[src/rtl/stall_ctrl.sv]
// -----------------------------------------------------------------------------
// stall_ctrl
//
// Hazard/stall controller for the 5-stage pipeline.
//
// A D-stage instruction stalls when one of its source registers is produced by
// an instruction in E or M that will not have the value ready by the cycle it
// is needed. This is the Tnew > Tuse check. An instruction that touches the
// mult/div unit also stalls while that unit is busy, or while a mult/div is
// starting in E this cycle.
//
// A stall freezes PC and IF/ID, and clears ID/EX, so one bubble enters E.
// All stall outputs are purely combinational from the current-cycle inputs.
//
// Parameters
//   MULT_CYC    busy cycles after mult/multu leaves E
//   DIV_CYC     busy cycles after div/divu leaves E
//
// Ports
//   clk         pipeline clock
//   reset       synchronous, active-high
//   d_rs/d_rt   D-stage source register indices
//   d_tuse_*    D-stage Tuse per source (3 = source not read)
//   d_is_md     D-stage instruction uses the mult/div unit or HI/LO
//   e_wa/e_tnew E-stage destination (0 = none) and Tnew
//   m_wa/m_tnew M-stage destination (0 = none) and Tnew
//   e_md_start  E-stage instruction is mult/multu/div/divu
//   e_md_div    with e_md_start: 1 = div/divu, 0 = mult/multu
//   pc_en       PC write enable
//   fd_en       IF/ID register enable
//   de_clr      ID/EX synchronous clear (bubble insert)
//   stall       stall in this cycle
//   md_busy     mult/div busy counter is nonzero
//   stall_cnt   stall cycles since reset, saturating at all-ones
// -----------------------------------------------------------------------------
module stall_ctrl #(
  parameter int unsigned MULT_CYC = 5,
  parameter int unsigned DIV_CYC  = 10
) (
  input  logic        clk,
  input  logic        reset,
  input  logic [4:0]  d_rs,
  input  logic [4:0]  d_rt,
  input  logic [1:0]  d_tuse_rs,
  input  logic [1:0]  d_tuse_rt,
  input  logic        d_is_md,
  input  logic [4:0]  e_wa,
  input  logic [1:0]  e_tnew,
  input  logic [4:0]  m_wa,
  input  logic [1:0]  m_tnew,
  input  logic        e_md_start,
  input  logic        e_md_div,
  output logic        pc_en,
  output logic        fd_en,
  output logic        de_clr,
  output logic        stall,
  output logic        md_busy,
  output logic [31:0] stall_cnt
);

  // The busy counter must hold the longer of the two latencies. It is never
  // narrower than 4 bits.
  localparam int unsigned MAX_CYC = (DIV_CYC > MULT_CYC) ? DIV_CYC : MULT_CYC;
  localparam int unsigned CNT_W   = ($clog2(MAX_CYC + 1) > 4) ? $clog2(MAX_CYC + 1) : 4;

  localparam logic [1:0] TUSE_NONE = 2'd3;

  // ---------------------------------------------------------------------------
  // Register hazard for one source operand.
  // The producer in E or M matches the source register, and its result
  // arrives later than the consumer needs it.
  // ---------------------------------------------------------------------------
  function automatic logic src_hazard(
    input logic [4:0] src,
    input logic [1:0] tuse,
    input logic [4:0] ewa,
    input logic [1:0] etnew,
    input logic [4:0] mwa,
    input logic [1:0] mtnew
  );
    logic e_hit;
    logic m_hit;
    e_hit = (src == ewa) && (etnew > tuse);
    m_hit = (src == mwa) && (mtnew > tuse);
    // $zero is hard-wired, so a write to it can never be a real dependency.
    return (tuse != TUSE_NONE) && (src != 5'd0) && (e_hit || m_hit);
  endfunction

  logic             hz_rs;
  logic             hz_rt;
  logic             hz_md;
  logic [CNT_W-1:0] md_cnt_q;
  logic [CNT_W-1:0] md_cnt_d;
  logic [31:0]      stall_cnt_q;
  logic [31:0]      stall_cnt_d;

  // ---------------------------------------------------------------------------
  // Hazard detection and pipeline control (combinational, no added latency)
  // ---------------------------------------------------------------------------
  always_comb begin
    hz_rs = src_hazard(d_rs, d_tuse_rs, e_wa, e_tnew, m_wa, m_tnew);
    hz_rt = src_hazard(d_rt, d_tuse_rt, e_wa, e_tnew, m_wa, m_tnew);
    // A start in E counts as busy already. The counter only loads at the
    // end of this cycle, so the start cycle itself must also stall.
    hz_md = d_is_md && ((md_cnt_q != '0) || e_md_start);
  end

  assign stall   = hz_rs | hz_rt | hz_md;
  assign pc_en   = ~stall;
  assign fd_en   = ~stall;
  assign de_clr  = stall;
  assign md_busy = (md_cnt_q != '0);

  // ---------------------------------------------------------------------------
  // Mult/div busy counter next state
  // ---------------------------------------------------------------------------
  always_comb begin
    // NOTE: every combinational output gets a default first, so no path can
    // leave it unassigned and infer a latch.
    md_cnt_d = md_cnt_q;
    if (e_md_start) begin
      // A new start always reloads, even over a busy count.
      md_cnt_d = e_md_div ? CNT_W'(DIV_CYC) : CNT_W'(MULT_CYC);
    end else if (md_cnt_q != '0) begin
      md_cnt_d = md_cnt_q - CNT_W'(1);
    end
  end

  // ---------------------------------------------------------------------------
  // Saturating stall-cycle counter next state
  // ---------------------------------------------------------------------------
  always_comb begin
    stall_cnt_d = stall_cnt_q;
    if (stall && (stall_cnt_q != 32'hFFFF_FFFF)) begin
      stall_cnt_d = stall_cnt_q + 32'd1;
    end
  end

  assign stall_cnt = stall_cnt_q;

  // ---------------------------------------------------------------------------
  // State registers
  // ---------------------------------------------------------------------------
  always_ff @(posedge clk) begin
    // NOTE: sequential state uses non-blocking assignments. Every register
    // then samples the pre-edge values, whatever the order of statements.
    if (reset) begin
      md_cnt_q    <= '0;
      stall_cnt_q <= '0;
    end else begin
      md_cnt_q    <= md_cnt_d;
      stall_cnt_q <= stall_cnt_d;
    end
  end

endmodule

[config.mk]
export PLATFORM = sky130hd
export DESIGN_NAME = stall_ctrl
export DESIGN_NICKNAME = d
export VERILOG_FILES = /design/src/rtl/stall_ctrl.sv
export SDC_FILE = /design/constraint.sdc
export NUM_CORES = 1
export LEC_CHECK = 0
export BUFFER_PORTS_ARGS = -buffer_cell sky130_fd_sc_hd__clkbuf_2
export CORE_UTILIZATION = 47
export CTS_CLUSTER_DIAMETER = 120
export CTS_CLUSTER_SIZE = 20
export DETAILED_ROUTE_END_ITERATION = 10
export PLACE_DENSITY = 0.85
export RECOVER_POWER = 25
export SYNTH_ARGS = -nofsm -noshare
export SYNTH_HDL_FRONTEND = slang
export SYNTH_SLANG_ARGS = --single-unit
[constraint.sdc]
create_clock -name clk -period 2.05 [get_ports clk]
set_input_delay 0 -clock clk [delete_from_list [all_inputs] [get_ports clk]]
set_output_delay 0 -clock clk [all_outputs]
set_load 0.02 [all_outputs]
**Word level (Yosys, flattened, before mapping)**

Index checks and enable logic that the tools add are counted.

- Register bits after elaboration: 36
- Latch bits: 0
- RAM bits: 0
- Memory bits (read-only): 0
- Output and inout port bits: 37
- Word-level logic and storage cells: 38
- Memories: 0

- $add $sub $neg: 2
- Multiply operators: 0
- Div/mod/pow operators: 0
- $lt $le $gt $ge: 4
- Equal/unequal tests: 7
- Shift operators: 0
- Mux-type cells: 3
- Bitwise gates (word level): 3
- Reductions and logical operators: 17

Operators with widths:

| cell | number |
|---|---|
| $add 32x1->32 const B | 1 |
| $ne 32x32->1 const B | 1 |
| $eq 5x5->1 | 4 |
| $mux 4 | 3 |
| $logic_and 1x1->1 | 10 |
| $reduce_bool 5->1 | 2 |
| $gt 2x2->1 | 4 |
| $ne 2x2->1 const B | 2 |
| $reduce_bool 4->1 | 1 |
| $sub 4x1->4 const B | 1 |
| $logic_or 1x1->1 | 3 |
| $or 1x1->1 | 2 |
| $reduce_bool 2->1 | 1 |
| $not 1->1 | 1 |

**Depth between registers and ports, before layout**

- Depth in word-level cells: 7
- Mapped depth: 12

**Worst setup path after synthesis**

No wires, ideal clock.

- Path type: register to register
- Start point: reg stall_cnt_q[0] (netlist: stall_cnt[0])
- End point: reg stall_cnt_q[3] (netlist: stall_cnt[3])
- Setup time: 121 ps
- Data arrival time: 2094 ps
- Slack: -165 ps
- Cell stages (with the launch flop): 9
- Buffers on the path: 1
- Clock period less this slack: 2215 ps
- Cell sequence: dfxtp_1 > ha_1 > nand3_1 > nor4_1 > nor2b_1 > and3_1 > clkbuf_1 > nor4b_1 > mux2_2

- Word-level cells in the longest chain between the ends: 2
- Elaborated cells between the ends (all ways): 3
- Those cells by class: add/sub (1); eq/ne (1); reduce/logical (1)

RTL lines:

| element | line | source |
|---|---|---|
| from (decl) | 94 | `logic [31:0] stall_cnt_q;` |
| from (signal assigned) | 152 | `stall_cnt_q <= stall_cnt_d;` |
| branches (longest 2 deep; another with $add 32x1->32) | -- |  |

Several ways; the timed one is not identified.
A chain may end at the register's enable or synchronous reset.

**Worst setup path after layout**

- Start point: reg stall_cnt_q[3] (netlist: stall_cnt[3])
- End point: reg stall_cnt_q[26] (netlist: stall_cnt[26])

Same word-level chain as after synthesis.

==> reports/results.ini <==
[floorplanning]
dieArea_mm2 = 0.00539
die_h_um = 73.4
start_util_pct = 49.8
die_width_um = 73.4
num_io_pins = 70
design.core.area_mm2 = 0.00482
fp-row-count = 25

[power]
leakage_power_summed_over_all_cells_uw = 0.00137
total_power_uw = 1720
power.ir.vdd_worst_v = 0.000379
cellPowerDensity_mw_per_mm2 = 496

[setup_path]
reg2reg_from = stall_cnt[3]$_SDFFE_PP0P_
worst_path_largest_cell_delay_ns = 0.43
timing.critical_path.fanout_max = 5
path_class = reg2reg
timing.critical_path.cells = nand4_1, nor2_2, nand3_1, nor3_2, buf_4, nand2b_1, or4_1, a21oi_2
timing.critical_path.max_delay_family = simple AND/OR/NAND/NOR gates
cp_depth = 8
critical_path.startpoint_type = flip-flop
cp_slowest_cell = or4_1
critPathRequiredTime_ns = 2.26
r2r_setup_slack_ns = -0.06
reg2regPathDepth = 8
regToRegEndpoint = stall_cnt[26]$_SDFFE_PP0P_
critical_path.endpoint_type = flip-flop
cp.buffers_inverters = 1
crit_arrival_ns = 2.32
crit_path_end = stall_cnt[26]$_SDFFE_PP0P_
worst_setup_path_startpoint = stall_cnt[3]$_SDFFE_PP0P_

[cts]
clock-root-buffer = clkbuf_8
clock_sink_count = 36
worstSkewPairLatency_ns = 0.29
htree_num_levels = 2
cts-root-to-sink-buffers = 2
number_of_buffers_inserted_during_clock_tree_synthesis = 5
clock_tree_from_tritoncts = done
clk_transition_reported_paths_ns = 0.07

[global_routing]
remaining_global_route_overflow = 0
first_global_vias = 2604
grt_first_pass_wirelength_um = 11000
grtUsageTotal_pct = 25.4
grt_antenna_before_repair = 0
largest_net_degree_at_the_start_of_global_routing = 49

[final_layout]
stdcell_area_mm2 = 0.00346
finish.utilization_pct = 71.8
finalNetCount = 456
drive_above_1_share_pct = 40.4
total_inserted_antenna_cells = 0
syn2layout_area_growth_pct = 44.3
layout.filler_cells = 358

[place]
pre_cts_slack_ns = -0.233
buffer_ports.inserted = 69
place_congestion = 0.869
detailedPlacementHpwl_um = 4890
placement.cell_area_mm2 = 0.00320

[timing]
grt_setup_unrepaired = yes
drv_slew = 0
worst_pin_slew_ns = 0.619
layout_min_cycle_time_ns = 2.11
finalWorstSetupSlack_ns = -0.0630
setup-violations-final = 8
finalClockSkew_ns = 0.00777
setup_total_negative_slack_ns = -0.282
max_freq_ghz = 0.473
min_period_over_period_pct = 103
final_hold_vio_count = 0
maxSlewHeadroom_pct = 58.7

[yosys]
synthMostInstantiatedCell = dfxtp_1
synth_sequential_area_ratio_pct = 30.1
synth_top_flop_cell = dfxtp_1
syn-num-nets = 343
syn_avg_cell_area_um2 = 8.02
yosys-top-cells-area = dfxtp_1 (30%), a21oi_1 (5.8%), ha_1 (5.7%), xnor2_1 (5.5%), nand3_1 (4.6%)
number_of_enable_type_register_cells_in_the_synthesized_netlist = 0
post-synth-top-area-fraction_pct = 30.1
synth_warnings = 0
netlist_area_mm2 = 0.00240
yosys.cell_types.count = 36
synthDominantAreaCellType = dfxtp_1
syn-instance-count = 299
yosys_register_bits = 36
ys_top_cells_by_count = dfxtp_1 (36), a21oi_1 (28), nand3_1 (22)
ys_async_sr_fraction_pct = 0

[detailed_routing]
initial_drt_markers = 195
detail-route-antenna-nets = 0
routed_wl_um = 7110
drt_first_pass_iters = 5
route.detailed.wl_per_inst_um = 14.8
via_count = 2801
drc = 0
via_per_inst = 5.84

[run_status]
run_status = complete, but fails checks
violations = negative setup slack

[min_path]
holdCritPathClass = in2reg

[job]
maxCapViolations = 0

cell usage in the layout (no fill, tap or decap), types with 8 or more instances in the layout:
cell      netlist  routed
nand3_1        22      20
clkbuf_1        6      12
mux2_2          8       8
a21oi_1        28      26
xor2_1          8       8
nand2_1        15      13
inv_1          12      12
dfxtp_1        36      21
or3_1          11      11
nand4_1        12      12
ha_1           11       9
nor2_1         20      18
or4_1          14      13
buf_4           2      47
dfxtp_2         0      13
clkbuf_2        0      58
o21ai_0        14      12
o31ai_1        11      11
nor2b_1        10       8
xnor2_1        15      15
through the flow:
stage          hold slack, ns  std cells
2_1_floorplan           0.141        299
3_3_place_gp            0.274        467
3_5_place_dp            0.280        467
4_1_cts                0.0510        476
5_1_grt                0.0661        480
6_report               0.0515        480
registers in the layout (all words and copies together), names as in the netlist:
signal / flops
stall_cnt: 32
md_cnt_q: 4
tightest hold or removal path, delay by kind of cell:
kind	cells	cell delay, ns
simple gates	1	0.07
buf+inv	1	0.16
compound gates	1	0.08
cells by family (layout without fill, tap and decap cells):
family                   Yosys count  in the layout  share of synthesized area (%)
AND/OR/NAND/NOR                  131            131                           30.6
AO/OA/AOI/OAI                     61             61                           15.5
flip-flops                        36             36                           30.1
buffers and inverters             28            142                           5.53
XOR/XNOR                          23             23                           8.40
adder cells (fa/ha/maj)           11             11                           5.74
multiplexers                       9              9                           4.18
worst min-delay path by stage:
stage / startpoint / endpoint / slack (ns) / cells past startpoint
detailed placement: e_md_div / md_cnt_q[1]$_SDFFE_PP0N_ / 0.28 / 3
finish: e_md_start / md_cnt_q[1]$_SDFFE_PP0N_ / 0.05 / 3
global placement: e_md_div / md_cnt_q[1]$_SDFFE_PP0N_ / 0.27 / 3
global route: e_md_start / md_cnt_q[1]$_SDFFE_PP0N_ / 0.07 / 3
CTS: e_md_start / md_cnt_q[1]$_SDFFE_PP0N_ / 0.05 / 3
floorplan: e_md_div / md_cnt_q[1]$_SDFFE_PP0N_ / 0.14 / 2
report_power, final:
part	switching [µW]	internal, µW	total (µW)	leakage, µW
Clock	261	361	622	0.0000552
Combinational	216	153	369	0.00101
Sequential	12.0	714	726	0.000299
Total	489	1230	1720	0.00137
layout make-up:
cell class / instances / area [µm²] / share of cell area [%]
clock buffers: 6 / 72.6 / 2.10
inverters: 12 / 45.0 / 1.30
repair buffers: 122 / 762 / 22.0
multi-input cells: 235 / 1720 / 49.6
flip-flops and latches: 36 / 744 / 21.5
clock inverters: 2 / 35.0 / 1.01
well taps: 67 / 83.8 / 2.42
routing by layer:
layer / vias to the layer above / global-route usage (%) / share of wire (%)
li1: 1331 / - / -
met1: 1319 / 29.5 / 41
met2: 135 / 46.6 / 51
met3: 16 / 4.25 / 6.1
met4: 0 / 9.19 / 2.1
met5: - / 0 / 0
repair_timing:
| item | 4_1_cts | 5_1_grt |
|---|---|---|
| hold buffers | 1 | 0 |
| hold endpoints to repair | 1 | 0 |
| pin swaps | 1 | 8 |
| gates cloned | 0 | 1 |
| setup buffers | 0 | 3 |
| gates resized for setup | 4 | 25 |
| endpoints found under the setup margin | 2 | 35 |
Power figures use the tool's default switching activity.
